### src/rtl/fetch_pc_control_if.sv
// Fetch sequencer control bundle: debug-unit run/step control, redirect/stall
// inputs from later stages, and the fetch address/status outputs.
interface fetch_pc_control_if #(
    parameter int LEN = 32
);
    logic           i_start;
    logic           i_mode;
    logic           i_step;
    logic           i_stall;
    logic           i_branch_taken;
    logic [LEN-1:0] i_branch_target;
    logic           i_jump;
    logic [LEN-1:0] i_jump_target;
    logic           i_halt_instr;
    logic [LEN-1:0] o_pc;
    logic [LEN-1:0] o_pc_plus4;
    logic           o_valid;
    logic           o_halted;
    logic [31:0]    o_cycle_count;

    modport master (
        output i_start, i_mode, i_step, i_stall, i_branch_taken, i_branch_target,
               i_jump, i_jump_target, i_halt_instr,
        input  o_pc, o_pc_plus4, o_valid, o_halted, o_cycle_count
    );

    modport slave (
        input  i_start, i_mode, i_step, i_stall, i_branch_taken, i_branch_target,
               i_jump, i_jump_target, i_halt_instr,
        output o_pc, o_pc_plus4, o_valid, o_halted, o_cycle_count
    );
endinterface

### src/rtl/fetch_pc_control.sv
// PC register and fetch sequencer: selects branch/jump/stall/halt/sequential next
// PC on advance cycles, gated by debug-unit continuous-run or single-step control.
module fetch_pc_control #(
    parameter int LEN = 32,
    parameter int INC = 4
) (
    input  logic              i_clk,
    input  logic              i_reset,
    fetch_pc_control_if.slave bus
);
    typedef enum logic [1:0] {IDLE, RUN, STEP, HALTED} state_t;

    localparam logic [LEN-1:0] ALIGN_MASK = ~LEN'(3);

    state_t         state_q, state_d;
    logic [LEN-1:0] pc_q, pc_d;
    logic           halted_q, halted_d;
    logic [31:0]    cnt_q, cnt_d;
    logic           adv;

    assign adv = (state_q == RUN) || ((state_q == STEP) && bus.i_step);

    always_comb begin
        state_d  = state_q;
        pc_d     = pc_q;
        halted_d = halted_q;
        cnt_d    = cnt_q;
        if (state_q == IDLE) begin
            if (bus.i_start) state_d = bus.i_mode ? STEP : RUN;
        end else if (adv) begin
            cnt_d = cnt_q + 32'd1;
            // Redirects flush the HALT; a stall defers it to the next advance.
            if (bus.i_branch_taken) begin
                pc_d = bus.i_branch_target & ALIGN_MASK;
            end else if (bus.i_jump) begin
                pc_d = bus.i_jump_target & ALIGN_MASK;
            end else if (bus.i_stall) begin
                pc_d = pc_q;
            end else if (bus.i_halt_instr) begin
                state_d  = HALTED;
                halted_d = 1'b1;
            end else begin
                pc_d = pc_q + LEN'(INC);
            end
        end
    end

    always_ff @(posedge i_clk or posedge i_reset) begin
        if (i_reset) begin
            state_q  <= IDLE;
            pc_q     <= '0;
            halted_q <= 1'b0;
            cnt_q    <= '0;
        end else begin
            state_q  <= state_d;
            pc_q     <= pc_d;
            halted_q <= halted_d;
            cnt_q    <= cnt_d;
        end
    end

    assign bus.o_pc          = pc_q;
    assign bus.o_pc_plus4    = pc_q + LEN'(INC);
    assign bus.o_valid       = adv;
    assign bus.o_halted      = halted_q;
    assign bus.o_cycle_count = cnt_q;
endmodule

### src/flat_wrapper.sv
// flat-port wrapper written by rule: the top's interface ports become plain ports
module fetch_pc_control_flat 
#(
    parameter int LEN = 32,
    parameter int INC = 4
)
  (i_clk, i_reset, bus_i_start, bus_i_mode, bus_i_step, bus_i_stall, bus_i_branch_taken, bus_i_branch_target, bus_i_jump, bus_i_jump_target, bus_i_halt_instr, bus_o_pc, bus_o_pc_plus4, bus_o_valid, bus_o_halted, bus_o_cycle_count);
  fetch_pc_control_if #(.LEN(LEN)) bus_i ();
  input  logic i_clk;
  input  logic i_reset;
  input wire logic [$bits(bus_i.i_start)-1:0] bus_i_start;
  input wire logic [$bits(bus_i.i_mode)-1:0] bus_i_mode;
  input wire logic [$bits(bus_i.i_step)-1:0] bus_i_step;
  input wire logic [$bits(bus_i.i_stall)-1:0] bus_i_stall;
  input wire logic [$bits(bus_i.i_branch_taken)-1:0] bus_i_branch_taken;
  input wire logic [$bits(bus_i.i_branch_target)-1:0] bus_i_branch_target;
  input wire logic [$bits(bus_i.i_jump)-1:0] bus_i_jump;
  input wire logic [$bits(bus_i.i_jump_target)-1:0] bus_i_jump_target;
  input wire logic [$bits(bus_i.i_halt_instr)-1:0] bus_i_halt_instr;
  output wire logic [$bits(bus_i.o_pc)-1:0] bus_o_pc;
  output wire logic [$bits(bus_i.o_pc_plus4)-1:0] bus_o_pc_plus4;
  output wire logic [$bits(bus_i.o_valid)-1:0] bus_o_valid;
  output wire logic [$bits(bus_i.o_halted)-1:0] bus_o_halted;
  output wire logic [$bits(bus_i.o_cycle_count)-1:0] bus_o_cycle_count;
  assign bus_i.i_start = bus_i_start;
  assign bus_i.i_mode = bus_i_mode;
  assign bus_i.i_step = bus_i_step;
  assign bus_i.i_stall = bus_i_stall;
  assign bus_i.i_branch_taken = bus_i_branch_taken;
  assign bus_i.i_branch_target = bus_i_branch_target;
  assign bus_i.i_jump = bus_i_jump;
  assign bus_i.i_jump_target = bus_i_jump_target;
  assign bus_i.i_halt_instr = bus_i_halt_instr;
  assign bus_o_pc = bus_i.o_pc;
  assign bus_o_pc_plus4 = bus_i.o_pc_plus4;
  assign bus_o_valid = bus_i.o_valid;
  assign bus_o_halted = bus_i.o_halted;
  assign bus_o_cycle_count = bus_i.o_cycle_count;
  fetch_pc_control #(.LEN(LEN), .INC(INC)) u_core (.i_clk(i_clk), .i_reset(i_reset), .bus(bus_i));
endmodule
### config.mk
export PLATFORM = sky130hd
export DESIGN_NAME = fetch_pc_control_flat
export DESIGN_NICKNAME = d
export VERILOG_FILES = /design/src/rtl/fetch_pc_control_if.sv /design/src/rtl/fetch_pc_control.sv /design/src/flat_wrapper.sv
export SDC_FILE = /design/constraint.sdc
export NUM_CORES = 1
export LEC_CHECK = 0
export ABC_CLOCK_PERIOD_IN_PS = 1900
export BUFFER_PORTS_ARGS = -buffer_cell sky130_fd_sc_hd__clkbuf_2
export CELL_PAD_IN_SITES_DETAIL_PLACEMENT = 0
export CELL_PAD_IN_SITES_GLOBAL_PLACEMENT = 1
export CORE_MARGIN = 1
export CORE_UTILIZATION = 31
export DETAILED_ROUTE_END_ITERATION = 6
export GPL_ROUTABILITY_DRIVEN = 0
export HOLD_SLACK_MARGIN = 0.02
export PLACE_DENSITY = 0.86
export SLEW_MARGIN = 10
export SYNTH_ARGS = -nofsm -noshare
export SYNTH_HDL_FRONTEND = slang
export SYNTH_SLANG_ARGS = --single-unit
export TNS_END_PERCENT = 100
### constraint.sdc
create_clock -name i_clk -period 1.9 [get_ports i_clk]
set_clock_uncertainty 0.05 [all_clocks]
set_input_delay 0.19 -clock i_clk [delete_from_list [all_inputs] [get_ports i_clk]]
set_output_delay 0.19 -clock i_clk [all_outputs]
set_load 0.02 [all_outputs]
== Yosys cells after proc, flatten, opt, wreduce, memory -nomap -nowiden ==
Cells that the tools add are included.
Storage, ports and cells
  output and inout bits: 98
  register bits: 67
  input port bits: 73
  logic and storage cells: 39
Cells by class
  bitwise logic cells: 4
  reduce and logical (&&, ||, !) cells: 9
  equal/unequal tests: 8
  mux-type cells: 12
  add/subtract/negate cells: 2
Operators by type and width (count)
  $mux 32: 4
  $add 32x1->32 const B: 1
  $add 32x3->32 const B: 1
  $mux 2: 8
  $reduce_and 6->1: 2
  $ne 2x1->1 const B: 3
  $not 1->1: 4
  $reduce_and 4->1: 1
  $reduce_bool 2->1: 2
  $ne 3x1->1 const B: 1
  $ne 3x3->1 const B: 1
  $eq 2x1->1 const B: 1
  $eq 2x2->1 const B: 1
  $logic_not 2->1: 1
  $ne 2x2->1 const B: 1
  $reduce_and 2->1: 1
  $logic_and 1x1->1: 1
  $logic_or 1x1->1: 1

== Longest topological paths before layout ==
Gate-level depths: netlist of run 1.
  depth in word-level cells: 6
  mapped depth: 8
  gate-level depth less buffers: 6

== Least setup slack after synthesis of run 1 ==
Ideal clock, no wire load.
  kind: register to output
  start point: register u_core.pc_q[2] (netlist: u_core.bus.o_pc[2])
  end point: output bus_o_pc_plus4[16]
  path buffers: 0
  slack: -300 ps
  cell stages (with the launch flop): 6
  arrival time: 1960 ps
  path through: dfrtp_1 > ha_1 > nand3_1 > nor4_4 > and3_1 > xor2_1
Between the ends
  word-level cells in the longest chain between the ends: 1
RTL lines
  start: declaration: RTL line fetch_pc_control.sv:16  | logic [LEN-1:0] pc_q, pc_d;
  start signal: assignment: RTL line fetch_pc_control.sv:56  | pc_q <= pc_d;
  $add 32x3->32: RTL line fetch_pc_control.sv:63  | assign bus.o_pc_plus4 = pc_q + LEN'(INC);
  end: declaration: RTL line flat_wrapper.sv:21  | output wire logic [$bits(bus_i.o_pc_plus4)-1:0] bus_o_pc_plus4;
Every way passes these cells.

== Final worst setup path of run 1 ==
  start point: register u_core.pc_q[13] (netlist: u_core.bus.o_pc[13])
  end point: output bus_o_pc_plus4[20]
The elaborated chain is that of the path after synthesis.

==> results of run 1 <==
==> worst max-delay path, stage by stage (launching register included) <==
cell,delay (ns)
dfrtp_1,0.38
nand4_1,0.29
nor4_4,0.40
nor2b_4,0.30
xor2_4,0.18
buf_8,0.13
==> sequential cells by signal, summed over array words and instances (netlist names) <==
| register | flops |
|---|---|
| u_core.bus.o_halted | 1 |
| u_core.bus.o_cycle_count | 32 |
| u_core.state_q | 2 |
| u_core.bus.o_pc | 30 |
==> per-stage QoR <==
| step | area, sq um | utilization [%] | instances | power, W |
|---|---|---|---|---|
| 5_1_grt | 7190 | 56.3 | 886 | 0.00967 |
| 4_1_cts | 6600 | 51.7 | 860 | 0.00865 |
| 2_1_floorplan | 4340 | - | 445 | 0.00465 |
| 3_5_place_dp | 5760 | 45.1 | 819 | 0.00642 |
| 3_3_place_gp | 5760 | 45.1 | 819 | 0.00634 |
| 6_report | 7190 | 56.3 | 886 | 0.00918 |
==> worst max path at each step <==
| stage | slack, ns | depth (start not counted) | start | to |
|---|---|---|---|---|
| global placement | -0.07 | 5 | u_core.bus.o_pc[3]$_DFFE_PP0P_ | bus_o_pc_plus4[29] |
| finish | -0.34 | 5 | u_core.bus.o_pc[13]$_DFFE_PP0P_ | bus_o_pc_plus4[20] |
| floorplan | -0.09 | 5 | u_core.bus.o_pc[2]$_DFFE_PP0P_ | bus_o_pc_plus4[16] |
| global route | -0.39 | 5 | u_core.bus.o_pc[25]$_DFFE_PP0P_ | bus_o_pc_plus4[31] |
| detailed placement | -0.11 | 5 | u_core.bus.o_pc[3]$_DFFE_PP0P_ | bus_o_pc_plus4[29] |
| CTS | -0.32 | 6 | u_core.bus.o_pc[2]$_DFFE_PP0P_ | bus_o_pc_plus4[31] |
==> area by class of cell <==
type,instances,area share (%)
Clock buffer,13,3.76
Clock inverter,2,0.522
Inverter,12,0.714
Timing Repair Buffer,280,28.2
Multi-Input combinational cell,342,41.1
Sequential cell,65,22.8
Tap cell,172,2.99
==> logic make-up (layout without fill, tap and decap cells) <==
group	after synthesis	after routing	synth area share (%)
and+or+nand+nor	173	173	24.7
AOI/OAI and AO/OA	100	100	17.3
DFF	65	65	39.7
xor gates and xnor gates	59	59	12.6
buffers and inverters	38	307	4.03
muxes	4	4	0.976
adders and majority gates	2	2	0.610
other	1	4	0.0914
==> layer usage <==
metal / share of wire [%] / wire length, microns / global-route usage, %
met5: 0 / 0 / 0
met2: 50 / 7540 / 36.7
met4: 2.8 / 429 / 9.28
met1: 40 / 6100 / 26.0
met3: 7.3 / 1100 / 4.53
==> where the power goes <==
group | switching, W | internal, W
Combinational | 0.00291 | 0.00242
Clock | 0.000584 | 0.00112
Sequential | 0.000375 | 0.00178
Total | 0.00387 | 0.00532
==> cells in the final DEF (no fill, tap or decap), drive strengths merged, types with 11 or more instances in the layout <==
cell | Yosys | layout
a21oi | 20 | 20
and3 | 11 | 11
buf | 8 | 134
clkbuf | 18 | 158
dfrtp | 65 | 65
inv | 12 | 11
nand2 | 35 | 35
nand3 | 31 | 31
nand4 | 18 | 18
nor2 | 32 | 32
o21ai | 26 | 26
xnor2 | 39 | 39
xor2 | 20 | 20
==> repair_timing <==
action                                  CTS  global route
buffers inserted                         25            30
hold buffers                              1             0
gates cloned                              0             1
pin swaps                                37            43
endpoints found under the hold margin    65             0
endpoints found under the setup margin   43            54
gates resized for setup                  80            93
==> impl_metrics.ini, run 1 <==
[status]
status = finished with violations
violations = negative setup slack

[sta]
hold_viol_final = 0
max_slew.worst_pin.slew_ns = 1.04
setup_slack_ns = -0.343
min_period_over_period_pct = 118
finalSetupTns_ns = -6.03
final-setup-viol-count = 32
hold_ws_ns = 0.0933
relSlewSlack_pct = 30.2
finalCriticalPeriod_ns = 2.24
max_freq_mhz = 446
rsz0062_at_grt = yes
maxSlewViolCount = 0

[run]
drv_cap = 0

[clocking]
htree_levels = 3
path_clk_slew_ns = 0.05
clk_latency_ns = 0.33
cts-root-buf = clkbuf_16
cts.sinks = 65
cts_tree = done
cts_buffer_depth = 2
numCtsBuffers = 9

[critical_path]
cp.arrival_ns = 2.00
end_kind = output pin
worstPathMaxFanout = 3
reg2reg_depth = 10
rr_endpoint = u_core.bus.o_pc[16]$_DFFE_PP0P_
crit_path_start_kind = flop
cp_data_required_time_ns = 1.66
r2r_start = u_core.bus.o_pc[3]$_DFFE_PP0P_
critPathKind = flop to output pin
rrSetupSlack_ns = -0.12

[yosys]
ys_async_sr_fraction_pct = 100
synthFlopType = dfrtp_1
synthTopCellsByArea = dfrtp_1, xnor2_1, xor2_1
avgSynthCellArea_sq_um = 9.28
netlist_instances = 442
synth_edf_count = 0
syn_area_sq_um = 4100
synth.ff_latch_count = 65
ys_seq_area_share_pct = 39.7
synth_top_area_share_pct = 39.7
yosys.area.top_type = dfrtp_1
yosysMostFrequentCell = dfrtp_1
ys_types = 60
synth_warnings = 0
synth_commonest_cells = dfrtp_1, xnor2_1, nand2_1

[cells_and_area]
antenna_cells = 0
seqCellArea_sq_um = 1640
syn_to_final_growth_pct = 75.2
drive_gt1_share_pct = 55.2
final_nets = 785
fillers = 1089
multi_input_area_sq_um = 2950

[min_path]
hold-path-endpoint = u_core.bus.o_pc[4]$_DFFE_PP0P_
hp-class = input pin to flop
whs_path_depth = 3
min_from = bus_i_branch_target[4]

[detailed_routing]
firstDrtPassIters = 4
drc = 0
ant_nets = 0
drt-initial-drc-count = 312
drt_wl_total_mm = 15.2
route.vias.total = 4616
wl_per_cell_microns = 17.1
via_per_inst = 5.21

[pwr]
ir_worst_vdd_mv = 0.690
power.density_nw_per_um2 = 1280
p_leak_nw = 3.47

[die]
die_h_microns = 117
std_cell_rows = 41
ioPinCount = 171
chipWidth_microns = 117
core_area_sq_um = 12800
initial_core_util_pct = 32.1
die_area_sq_um = 13700

[placed_design]
hpwl_mm = 10.2
io_buffers = 162
dp_slack_ns = -0.109

[grt]
grt_usage_pct = 21.4
grt_pass1_wl_mm = 22.4
grt_max_degree = 66
antenna_found_initial = 0
gr-total-overflow = 0
grt_pass1_vias = 4409
Power figures use the tool's default switching activity.
==> run 2, diff against run 1 <==
ABC_AREA = 1   (was not set)
CAP_MARGIN = 30   (was not set)
CTS_BUF_LIST = sky130_fd_sc_hd__clkbuf_4   (was not set)
PLACE_DENSITY = 0.88   (was 0.86)
==> run 2 against run 1 <==
The run ends with design-rule violations, negative setup slack left; die area up 15%; synthesized cell count is 59% higher; core utilization shrank 8.3 points; sequential cell count did not move; critical path depth grew 3.
==> impl_metrics.ini, run 2 <==
[die]
chipWidth_microns = 125
die_h_microns = 125
initial_core_util_pct = 32.1
ioPinCount = 171
std_cell_rows = 44
die_area_sq_um = 15700
core_area_sq_um = 14700

[sta]
setup_slack_ns = -0.240
final-setup-viol-count = 26
hold_ws_ns = 0.0529
maxSlewViolCount = 0
finalSetupTns_ns = -4.32
finalCriticalPeriod_ns = 2.14
min_period_over_period_pct = 113
rsz0062_at_grt = yes
max_freq_mhz = 467
hold_viol_final = 0

[yosys]
ys_async_sr_fraction_pct = 100
ys_types = 41
yosys.area.top_type = dfrtp_1
syn_area_sq_um = 4720
synth_commonest_cells = nand2_1, nor2_1, inv_1
netlist_instances = 701
synthTopCellsByArea = dfrtp_1, nand2_1, nor2_1
avgSynthCellArea_sq_um = 6.74
synth_top_area_share_pct = 34.4
yosysMostFrequentCell = nand2_1
synth_warnings = 0
synthFlopType = dfrtp_1
synth_edf_count = 0
synth.ff_latch_count = 65
ys_seq_area_share_pct = 34.4

[critical_path]
rrSetupSlack_ns = 0.15
critPathKind = flop to output pin
end_kind = output pin
cpPeakStageDelay_ns = 0.43
cp_data_required_time_ns = 1.66
timing.critical_path.buf_inv = 1
path_cells = nand2_1 > nor2_4 > nand2_4 > nor2_4 > nand2_1 > nand2_1 > nand2_1 > buf_6
cp_top_family = simple AND/OR/NAND/NOR gates
worstPathMaxFanout = 6
cp.arrival_ns = 1.90
crit_path_start_kind = flop
cpMaxStageDelayCell = dfrtp_1
path_common_cell = nand2_1

[pwr]
power.density_nw_per_um2 = 1330
p_sw_share_pct = 51.0
combinationalPowerShare_pct = 65.6
p_total_w = 0.00936
ir_worst_vdd_mv = 0.691
seqPwrFrac_pct = 25.7
p_leak_nw = 3.51
p_switching_w = 0.00477
clkPwrFrac_pct = 8.7
internal_power_w = 0.00459

[detailed_routing]
via_per_inst = 4.74
route.vias.total = 5369
drc = 16
wl_per_cell_microns = 14.4
drt_wl_total_mm = 16.3
drt-initial-drc-count = 282
ant_nets = 0
firstDrtPassIters = 7

[clocking]
cts_tree = done
cts.sinks = 65
numCtsBuffers = 9
htree_levels = 3
path_clk_slew_ns = 0.13
cts_buffer_depth = 2
cts-root-buf = clkbuf_4
clk_latency_ns = 0.45

[grt]
grt_pass1_wl_mm = 25.4
grt_usage_pct = 20.5
antenna_found_initial = 0
grt_max_degree = 66
grt_pass1_vias = 5115
gr-total-overflow = 0

[cells_and_area]
largest_register_ff_count = 32
fillers = 1473
antenna_cells = 0
final_cell_mix = nand2_1, clkbuf_2, nor2_1
syn_to_final_growth_pct = 49.1
final_util_pct = 47.9
drive_gt1_share_pct = 35.7
layout_commonest_cell = nand2_1
final_nets = 1019

[placed_design]
io_buffers = 162
hpwl_mm = 11.4

[run]
drv_cap = 0

[status]
status = finished with violations
violations = design-rule violations, negative setup slack

[min_path]
hp-class = input pin to flop
run 2: layout make-up:
cell class                      count  area (sq um)  share of cell area, %
Clock inverter                      4          21.3                  0.302
Clock buffer                       11          82.6                   1.17
Sequential cell                    65          1640                   23.2
Timing Repair Buffer              251          1820                   25.9
Inverter                           71           267                   3.78
Multi-Input combinational cell    546          2980                   42.4
Tap cell                          184           230                   3.27
run 2: repair_timing:
item / CTS / global route
hold buffers: 39 / 0
resized for setup: 49 / 111
pin swaps: 11 / 27
setup buffers: 17 / 19
endpoints found under the hold margin: 95 / 0
endpoints found under the setup margin: 25 / 27
run 2: logic make-up after synthesis:
| kind of cell | after synthesis | share of synthesized area [%] |
|---|---|---|
| flops | 65 | 34.4 |
| simple gates | 426 | 41.4 |
| other cells | 1 | 0.0794 |
| fa+ha+maj | 2 | 0.530 |
| xor+xnor | 27 | 5.01 |
| buf+inv | 93 | 8.39 |
| compound gates | 87 | 10.1 |
run 2: final timing paths:
| check | cells after the start | end | start |
|---|---|---|---|
| max reg2reg | 9 | u_core.bus.o_pc[19]$_DFFE_PP0P_ | u_core.bus.o_pc[6]$_DFFE_PP0P_ |
| max in group asynchronous | 4 | u_core.bus.o_pc[26]$_DFFE_PP0P_ | i_reset |
| min | 5 | u_core.bus.o_pc[14]$_DFFE_PP0P_ | bus_i_jump_target[14] |
| min reg2reg | 2 | u_core.bus.o_halted$_DFFE_PP0P_ | u_core.bus.o_halted$_DFFE_PP0P_ |
| min in group asynchronous | 4 | u_core.bus.o_cycle_count[31]$_DFFE_PP0P_ | i_reset |
| max | 8 | bus_o_pc_plus4[25] | u_core.bus.o_pc[6]$_DFFE_PP0P_ |
run 2: tightest hold or removal path, delay by kind of cell:
kind	cells	cell delay, ns
and+or+nand+nor	3	0.20
buffers and inverters	1	0.08
AOI/OAI and AO/OA	1	0.05
run 2: power groups by stage:
stage | clock network (W) | logic [W] | registers [W]
finish | 0.000818 | 0.00614 | 0.00241
global route | 0.000900 | 0.00667 | 0.00248
CTS | 0.000846 | 0.00541 | 0.00235
detailed placement | 0 | 0.00471 | 0.00241
global placement | 0 | 0.00467 | 0.00239
floorplan | 0 | 0.00270 | 0.00275
run 2: through the flow:
stage	worst slack, ns	area [sq um]	instances
floorplan	0.0335	4750	704
global placement	0.152	5810	1043
detailed placement	0.106	5810	1043
CTS	-0.279	6620	1114
global route	-0.357	7050	1132
finish	-0.240	7050	1132
run 2: routing by layer:
layer | part of all wire, % | GRT usage, % | vias to the layer above
met3 | 6.1 | 4.28 | 21
li1 | - | - | 2690
met4 | 1.6 | 5.95 | 0
met2 | 50 | 35.5 | 211
met1 | 43 | 25.5 | 2447
met5 | 0 | 0 | -
